`src/rtl/decode_queue.sv`:
```
// RV32I (+ optional RV32M) decode stage: a DEPTH-entry FIFO of fetched {inst, pc}
// whose head is decoded into a registered, valid/ready handshaked output bundle.
module decode_queue #(
  parameter int DEPTH    = 4,
  parameter bit ENABLE_M = 1'b0,
  parameter int PC_W     = 32
) (
  input  logic                     clk,
  input  logic                     rst_n,
  input  logic                     flush,
  input  logic                     in_valid,
  output logic                     in_ready,
  input  logic [31:0]              in_inst,
  input  logic [PC_W-1:0]          in_pc,
  output logic                     out_valid,
  input  logic                     out_ready,
  output logic [PC_W-1:0]          out_pc,
  output logic [4:0]               out_alu_op,
  output logic [4:0]               out_rs1,
  output logic [4:0]               out_rs2,
  output logic [4:0]               out_rd,
  output logic [31:0]              out_imm,
  output logic                     out_use_imm,
  output logic                     out_write_reg,
  output logic [3:0]               out_mem_wea,
  output logic [2:0]               out_mem_len,
  output logic                     out_mem_signed,
  output logic                     out_is_load,
  output logic                     out_illegal,
  output logic [$clog2(DEPTH):0]   out_count
);

  localparam int AW = $clog2(DEPTH);

  localparam logic [6:0] OPC_LOAD   = 7'b0000011;
  localparam logic [6:0] OPC_OP_IMM = 7'b0010011;
  localparam logic [6:0] OPC_AUIPC  = 7'b0010111;
  localparam logic [6:0] OPC_STORE  = 7'b0100011;
  localparam logic [6:0] OPC_OP     = 7'b0110011;
  localparam logic [6:0] OPC_LUI    = 7'b0110111;
  localparam logic [6:0] OPC_BRANCH = 7'b1100011;
  localparam logic [6:0] OPC_JALR   = 7'b1100111;
  localparam logic [6:0] OPC_JAL    = 7'b1101111;

  typedef enum logic [4:0] {
    OP_NOP  = 5'd0,  OP_ADD  = 5'd1,  OP_SUB    = 5'd2,  OP_SLL   = 5'd3,
    OP_SLT  = 5'd4,  OP_SLTU = 5'd5,  OP_XOR    = 5'd6,  OP_SRL   = 5'd7,
    OP_SRA  = 5'd8,  OP_OR   = 5'd9,  OP_AND    = 5'd10, OP_LUI   = 5'd11,
    OP_AUIPC= 5'd12, OP_JAL  = 5'd13, OP_JALR   = 5'd14, OP_BEQ   = 5'd15,
    OP_BNE  = 5'd16, OP_BLT  = 5'd17, OP_BGE    = 5'd18, OP_BLTU  = 5'd19,
    OP_BGEU = 5'd20, OP_MUL  = 5'd21, OP_MULH   = 5'd22, OP_MULHSU= 5'd23,
    OP_MULHU= 5'd24, OP_DIV  = 5'd25, OP_DIVU   = 5'd26, OP_REM   = 5'd27,
    OP_REMU = 5'd28
  } alu_op_e;

  typedef struct packed {
    alu_op_e     alu_op;
    logic [4:0]  rs1;
    logic [4:0]  rs2;
    logic [4:0]  rd;
    logic [31:0] imm;
    logic        use_imm;
    logic        write_reg;
    logic [3:0]  mem_wea;
    logic [2:0]  mem_len;
    logic        mem_signed;
    logic        is_load;
    logic        illegal;
  } dec_t;

  function automatic alu_op_e base_op(input logic [2:0] f3);
    case (f3)
      3'b000:  return OP_ADD;
      3'b001:  return OP_SLL;
      3'b010:  return OP_SLT;
      3'b011:  return OP_SLTU;
      3'b100:  return OP_XOR;
      3'b101:  return OP_SRL;
      3'b110:  return OP_OR;
      default: return OP_AND;
    endcase
  endfunction

  function automatic alu_op_e m_op(input logic [2:0] f3);
    case (f3)
      3'b000:  return OP_MUL;
      3'b001:  return OP_MULH;
      3'b010:  return OP_MULHSU;
      3'b011:  return OP_MULHU;
      3'b100:  return OP_DIV;
      3'b101:  return OP_DIVU;
      3'b110:  return OP_REM;
      default: return OP_REMU;
    endcase
  endfunction

  function automatic logic [2:0] size_onehot(input logic [1:0] sz);
    case (sz)
      2'b00:   return 3'b001;
      2'b01:   return 3'b010;
      default: return 3'b100;
    endcase
  endfunction

  logic [31:0]     inst_mem [DEPTH];
  logic [PC_W-1:0] pc_mem   [DEPTH];
  logic [AW-1:0]   wr_ptr, rd_ptr;
  logic [AW:0]     count;
  logic            full, empty, push, load;

  assign full     = (count == (AW+1)'(DEPTH));
  assign empty    = (count == '0);
  assign in_ready = rst_n && !flush && !full;
  assign push     = in_valid && in_ready;
  assign load     = !empty && (!out_valid || out_ready);
  assign out_count = count;

  // NOTE: the FIFO storage has no reset; count and pointers alone decide which entries are live.
  always_ff @(posedge clk) begin
    if (push) begin
      inst_mem[wr_ptr] <= in_inst;
      pc_mem[wr_ptr]   <= in_pc;
    end
  end

  logic [31:0] head;
  logic [6:0]  opcode, funct7;
  logic [2:0]  funct3;
  logic [31:0] imm_i, imm_s, imm_b, imm_u, imm_j, imm_sh;

  assign head   = inst_mem[rd_ptr];
  assign opcode = head[6:0];
  assign funct3 = head[14:12];
  assign funct7 = head[31:25];
  assign imm_i  = {{20{head[31]}}, head[31:20]};
  assign imm_s  = {{20{head[31]}}, head[31:25], head[11:7]};
  assign imm_b  = {{19{head[31]}}, head[31], head[7], head[30:25], head[11:8], 1'b0};
  assign imm_u  = {head[31:12], 12'b0};
  assign imm_j  = {{11{head[31]}}, head[31], head[19:12], head[20], head[30:21], 1'b0};
  assign imm_sh = {27'b0, head[24:20]};

  dec_t dec;

  // NOTE: dec gets a full default before the case, so no path through this block can infer a latch.
  always_comb begin
    dec     = '0;
    dec.rs1 = head[19:15];
    dec.rs2 = head[24:20];
    dec.rd  = head[11:7];
    case (opcode)
      OPC_OP: begin
        dec.write_reg = 1'b1;
        if (funct7 == 7'b0000000)                         dec.alu_op = base_op(funct3);
        else if (funct7 == 7'b0100000 && funct3 == 3'b000) dec.alu_op = OP_SUB;
        else if (funct7 == 7'b0100000 && funct3 == 3'b101) dec.alu_op = OP_SRA;
        else if (funct7 == 7'b0000001 && ENABLE_M)          dec.alu_op = m_op(funct3);
        else                                                dec.illegal = 1'b1;
      end
      OPC_OP_IMM: begin
        dec.write_reg = 1'b1;
        dec.use_imm   = 1'b1;
        dec.imm       = imm_i;
        dec.alu_op    = base_op(funct3);
        // Shift-immediates reuse the funct7 slot as an encoding qualifier.
        if (funct3 == 3'b001) begin
          dec.imm = imm_sh;
          if (funct7 != 7'b0000000) dec.illegal = 1'b1;
        end else if (funct3 == 3'b101) begin
          dec.imm = imm_sh;
          if (funct7 == 7'b0100000)      dec.alu_op  = OP_SRA;
          else if (funct7 != 7'b0000000) dec.illegal = 1'b1;
        end
      end
      OPC_LOAD: begin
        dec.write_reg  = 1'b1;
        dec.use_imm    = 1'b1;
        dec.imm        = imm_i;
        dec.alu_op     = OP_ADD;
        dec.is_load    = 1'b1;
        dec.mem_len    = size_onehot(funct3[1:0]);
        dec.mem_signed = !funct3[2];
        if (funct3 == 3'b011 || funct3 == 3'b110 || funct3 == 3'b111) dec.illegal = 1'b1;
      end
      OPC_STORE: begin
        dec.use_imm = 1'b1;
        dec.imm     = imm_s;
        dec.alu_op  = OP_ADD;
        dec.rd      = '0;
        dec.mem_len = size_onehot(funct3[1:0]);
        dec.mem_wea = {funct3[1], funct3[1], funct3[1] | funct3[0], 1'b1};
        if (funct3[2] || funct3[1:0] == 2'b11) dec.illegal = 1'b1;
      end
      OPC_BRANCH: begin
        dec.imm = imm_b;
        dec.rd  = '0;
        case (funct3)
          3'b000:  dec.alu_op  = OP_BEQ;
          3'b001:  dec.alu_op  = OP_BNE;
          3'b100:  dec.alu_op  = OP_BLT;
          3'b101:  dec.alu_op  = OP_BGE;
          3'b110:  dec.alu_op  = OP_BLTU;
          3'b111:  dec.alu_op  = OP_BGEU;
          default: dec.illegal = 1'b1;
        endcase
      end
      OPC_LUI:   begin dec.write_reg = 1'b1; dec.use_imm = 1'b1; dec.imm = imm_u; dec.alu_op = OP_LUI;   end
      OPC_AUIPC: begin dec.write_reg = 1'b1; dec.use_imm = 1'b1; dec.imm = imm_u; dec.alu_op = OP_AUIPC; end
      OPC_JAL:   begin dec.write_reg = 1'b1; dec.use_imm = 1'b1; dec.imm = imm_j; dec.alu_op = OP_JAL;   end
      OPC_JALR: begin
        dec.write_reg = 1'b1;
        dec.use_imm   = 1'b1;
        dec.imm       = imm_i;
        dec.alu_op    = OP_JALR;
        if (funct3 != 3'b000) dec.illegal = 1'b1;
      end
      default: dec.illegal = 1'b1;
    endcase
    // An illegal bundle must never cause a register write or memory side effect downstream.
    if (dec.illegal) begin
      dec.alu_op     = OP_NOP;
      dec.imm        = '0;
      dec.use_imm    = 1'b0;
      dec.write_reg  = 1'b0;
      dec.mem_wea    = '0;
      dec.mem_len    = '0;
      dec.mem_signed = 1'b0;
      dec.is_load    = 1'b0;
    end
  end

  always_ff @(posedge clk) begin
    if (!rst_n) begin
      wr_ptr    <= '0;
      rd_ptr    <= '0;
      count     <= '0;
      out_valid <= 1'b0;
    end else if (flush) begin
      wr_ptr    <= '0;
      rd_ptr    <= '0;
      count     <= '0;
      out_valid <= 1'b0;
    end else begin
      if (push) wr_ptr <= wr_ptr + AW'(1);
      if (load) rd_ptr <= rd_ptr + AW'(1);
      if (push && !load)      count <= count + (AW+1)'(1);
      else if (!push && load) count <= count - (AW+1)'(1);
      if (load)           out_valid <= 1'b1;
      else if (out_ready) out_valid <= 1'b0;
    end
  end

  always_ff @(posedge clk) begin
    if (!rst_n) begin
      out_pc         <= '0;
      out_alu_op     <= '0;
      out_rs1        <= '0;
      out_rs2        <= '0;
      out_rd         <= '0;
      out_imm        <= '0;
      out_use_imm    <= 1'b0;
      out_write_reg  <= 1'b0;
      out_mem_wea    <= '0;
      out_mem_len    <= '0;
      out_mem_signed <= 1'b0;
      out_is_load    <= 1'b0;
      out_illegal    <= 1'b0;
    end else if (!flush && load) begin
      out_pc         <= pc_mem[rd_ptr];
      out_alu_op     <= dec.alu_op;
      out_rs1        <= dec.rs1;
      out_rs2        <= dec.rs2;
      out_rd         <= dec.rd;
      out_imm        <= dec.imm;
      out_use_imm    <= dec.use_imm;
      out_write_reg  <= dec.write_reg;
      out_mem_wea    <= dec.mem_wea;
      out_mem_len    <= dec.mem_len;
      out_mem_signed <= dec.mem_signed;
      out_is_load    <= dec.is_load;
      out_illegal    <= dec.illegal;
    end
  end

endmodule

```
`config.mk`:
```
export PLATFORM = sky130hd
export DESIGN_NAME = decode_queue
export DESIGN_NICKNAME = d
export VERILOG_FILES = /design/src/rtl/decode_queue.sv
export SDC_FILE = /design/constraint.sdc
export NUM_CORES = 1
export LEC_CHECK = 0
export ABC_CLOCK_PERIOD_IN_PS = 8800
export BUFFER_PORTS_ARGS = -buffer_cell sky130_fd_sc_hd__buf_2
export CORE_UTILIZATION = 61
export CTS_CLUSTER_DIAMETER = 80
export DETAILED_ROUTE_END_ITERATION = 10
export PLACE_DENSITY = 0.83
export SETUP_SLACK_MARGIN = 0.05
export SKIP_CTS_REPAIR_TIMING = 1
export SLEW_MARGIN = 20
export SYNTH_ARGS = -nofsm -noshare
export SYNTH_HDL_FRONTEND = slang
export SYNTH_SLANG_ARGS = --single-unit
```
`constraint.sdc`:
```
create_clock -name clk -period 8.8 [get_ports clk]
set_input_delay 1.76 -clock clk [delete_from_list [all_inputs] [get_ports clk]]
set_output_delay 1.76 -clock clk [all_outputs]
set_load 0.02 [all_outputs]
```
==> summary.md <==
| Metric | Value |
|---|---|
| Status | finished clean |
| Yosys warns | 0 |
| Post-Synthesis Cells | 896 |
| CP endpoint kind | output pin |
| Setup CP Type | primary input to output pin |
| Post-synthesis cell type count | 68 |
| Critical path arrival | 2.89 ns |
| Crit-path max FO | 10 |
| Residual DRC | 0 |
| Commonest cells after routing, fill and taps aside | edfxtp_1 (256), buf_2 (169), nand2_1 (151) |
| VDD IR max | 188.8 uV |
| Simple-Gate Fraction of Synth Area | 0.07439 |
| Core Box Area | 0.02209 mm2 |
| Area leader, netlist | edfxtp_1 |
| Post-DP HPWL | 17.86 mm |
| Overall routed net length | 30.07 mm |
| Final instance area | 0.01610 mm2 |
| Adder-cell area share of the yosys netlist | 0.005944 |
| Crit-path slowest cell | a21oi_1 |
| Total track usage | 0.2619 |
| CTS tree | built |
| Setup TNS Final | 0 ns |
| Commonest non-fill, non-tap cell in the layout | edfxtp_1 |
| Tcrit/Tclk final | 0.5281 |
| Worst min path class | register to register |
| PwrDens | 239.2 mW/mm2 |
| Initial DRC count | 657 |
| DIE AREA | 0.02338 mm2 |
| Clock sinks | 361 |
| Vias per Instance | 6.082 |
| Slew margin rel. | 0.2851 |
| Final min period | 4.648 ns |
| Fillers | 1,378 |
| Routability congestion estimate | 0.9082 |
| Chip height | 152.9 um |
| ANT nets after route | 0 |
| Synth top area share | 0.5534 |
| Fmax | 215.2 MHz |
| DR vias | 8,326 |
| RSZ-0062 raised after global routing | false |
| Multi-input gate area | 0.003830 mm2 |
| Largest family of logic cells by synthesized area | multiplexers |
| I/O Pins | 170 |
| I/O Buffers | 169 |
| Max cap viols | 0 |
| Worst setup SP type | primary input |
| WL/cell | 21.97 um |
| Synth Cell Area | 0.01389 mm2 |
| Post-synth EDFFs | 256 |
| Post-Synth XOR/XNOR Area | 0.005044 |
| Max incr delay on CP | 0.42 ns |
| Ys flop type | edfxtp_1 |
| Number of global-route vias before repair | 8,383 |
| CTS clk-pin slew, worst paths | 0.06 ns |
| Drt pass-1 iters | 6 |
| Worst Tran Pin Value | 1.072 ns |
| Most used cell, CP | buf_2 |
| Register Area | 0.009793 mm2 |
| Worst Clk Skew | 0.02492 ns |
| Root Buffer | clkbuf_16 |
| Final Setup Violations | 0 |
| Seq cells post-synth | 361 |
| Endpoints failing hold | 0 |
| Syn nets | 971 |
| Post-synthesis sequential area ratio | 0.7047 |
| CP cell instances | buf_2, nand2b_1, a21oi_1, buf_2 |
| Rows | 54 |
| CTS Buf Count | 36 |
| Synthesized area per cell | 15.50 um2 |
| Initial Util | 0.6288 |
| Top cells by area, synth | edfxtp_1 (55%), dfxtp_1 (15%), mux4_2 (9.6%) |
| Layout cells sized above 1 | 0.3204 |
| P_leak | 5.631 nW |
| First-pass GRT wire length | 46.83 mm |
| Grt total ovfl | 0 |
| Final net count | 1,134 |
| Biggest registers after layout | inst_mem: 128 flops, pc_mem: 128 flops |
| Hold Slack | 0.4418 ns |
| Placement Cell Area | 0.01492 mm2 |
| Critical path required time | 7.04 ns |
| Initial antenna violation count | 7 |
| Final Power | 3.851 mW |
| Compound-cell area share of the yosys netlist | 0.08394 |
| P&R area growth vs syn | 15.91% |
| FFs w/ async S/R, synth | 0 |
| Die width | 152.9 um |
| Largest net degree at the start of global routing | 65 |
| Slew Limit Fails | 0 |
| Deepest clock path buffer count | 3 |
| Worst-Skew Late Latency | 0.52 ns |
| Clock H-tree levels | 2 |
| Post-synthesis mux area share | 0.1043 |
## cell families (layout without fill, tap and decap cells)
family / Yosys count / after routing
AND/OR/NAND/NOR: 230 / 230
multiplexers: 66 / 66
AO/OA/AOI/OAI: 162 / 162
other: 0 / 3
adder cells (fa/ha/maj): 6 / 6
flip-flops: 361 / 361
XOR/XNOR: 8 / 8
buffers and inverters: 63 / 253
## through the flow
stage,util,worst slack (ns),cells
finish,0.7288,4.152,1369
global route,0.7287,4.046,1368
CTS,0.7285,4.166,1366
detailed placement,0.6755,4.204,1301
global placement,0.6755,4.212,1301
floorplan,-,4.154,896
## routing by layer
| metal | up-vias | track usage | part of all wire |
|---|---|---|---|
| met4 | 8 | 0.07552 | 0.017 |
| met2 | 352 | 0.4447 | 0.51 |
| met5 | - | 0 | 0.0016 |
| met3 | 47 | 0.05982 | 0.073 |
| li1 | 3783 | - | - |
| met1 | 4136 | 0.3408 | 0.40 |
## critical path: cells and delay by family
family,cells,cell delay (ns)
AOI/OAI and AO/OA,1,0.42
and+or+nand+nor,1,0.31
buffers and inverters,2,0.39
## cell type report
| cell class | instances | area share |
|---|---|---|
| multi-input combinational | 472 | 0.2379 |
| timing repair buffer | 178 | 0.05673 |
| sequential | 361 | 0.6082 |
| tap | 280 | 0.02176 |
| inverter | 10 | 0.002331 |
| clock buffer | 52 | 0.06628 |
| antenna | 3 | 0.0004662 |
| clock inverter | 13 | 0.006372 |
## final timing paths
kind	startpoint	end	slack (ns)	cells past startpoint
worst max-delay path	flush	in_ready	4.15	4
worst min-delay path	out_mem_signed$_SDFFE_PN0P_	out_mem_signed$_SDFFE_PN0P_	0.44	2
worst max register to register	register	out_alu_op[4]$_SDFFE_PN0P_	4.92	7
worst min register to register	out_mem_signed$_SDFFE_PN0P_	out_mem_signed$_SDFFE_PN0P_	0.44	2
## where the power goes
group / switching (mW) / internal, mW
Clock: 0.622 / 0.877
Sequential: 0.0288 / 1.87
Combinational: 0.292 / 0.162
## synthesized netlist by cell type (3+ instances only)
cell	n
a211oi_1	3
a21oi_1	55
a22oi_1	16
a2bb2oi_1	8
and3_1	4
buf_1	4
buf_2	4
buf_6	7
clkbuf_1	36
dfxtp_1	105
edfxtp_1	256
ha_1	5
inv_1	9
mux2i_1	3
mux4_1	3
mux4_2	59
nand2_1	151
nand2b_1	3
nand3_1	9
nor2_1	22
nor2b_1	6
nor3_1	10
o21ai_0	8
o21ai_1	6
o21ai_2	30
o311a_1	3
o31ai_1	3
o31ai_2	4
o41ai_1	3
or3_1	5
xnor2_1	4
xor2_1	4
Power figures use the tool's default switching activity.
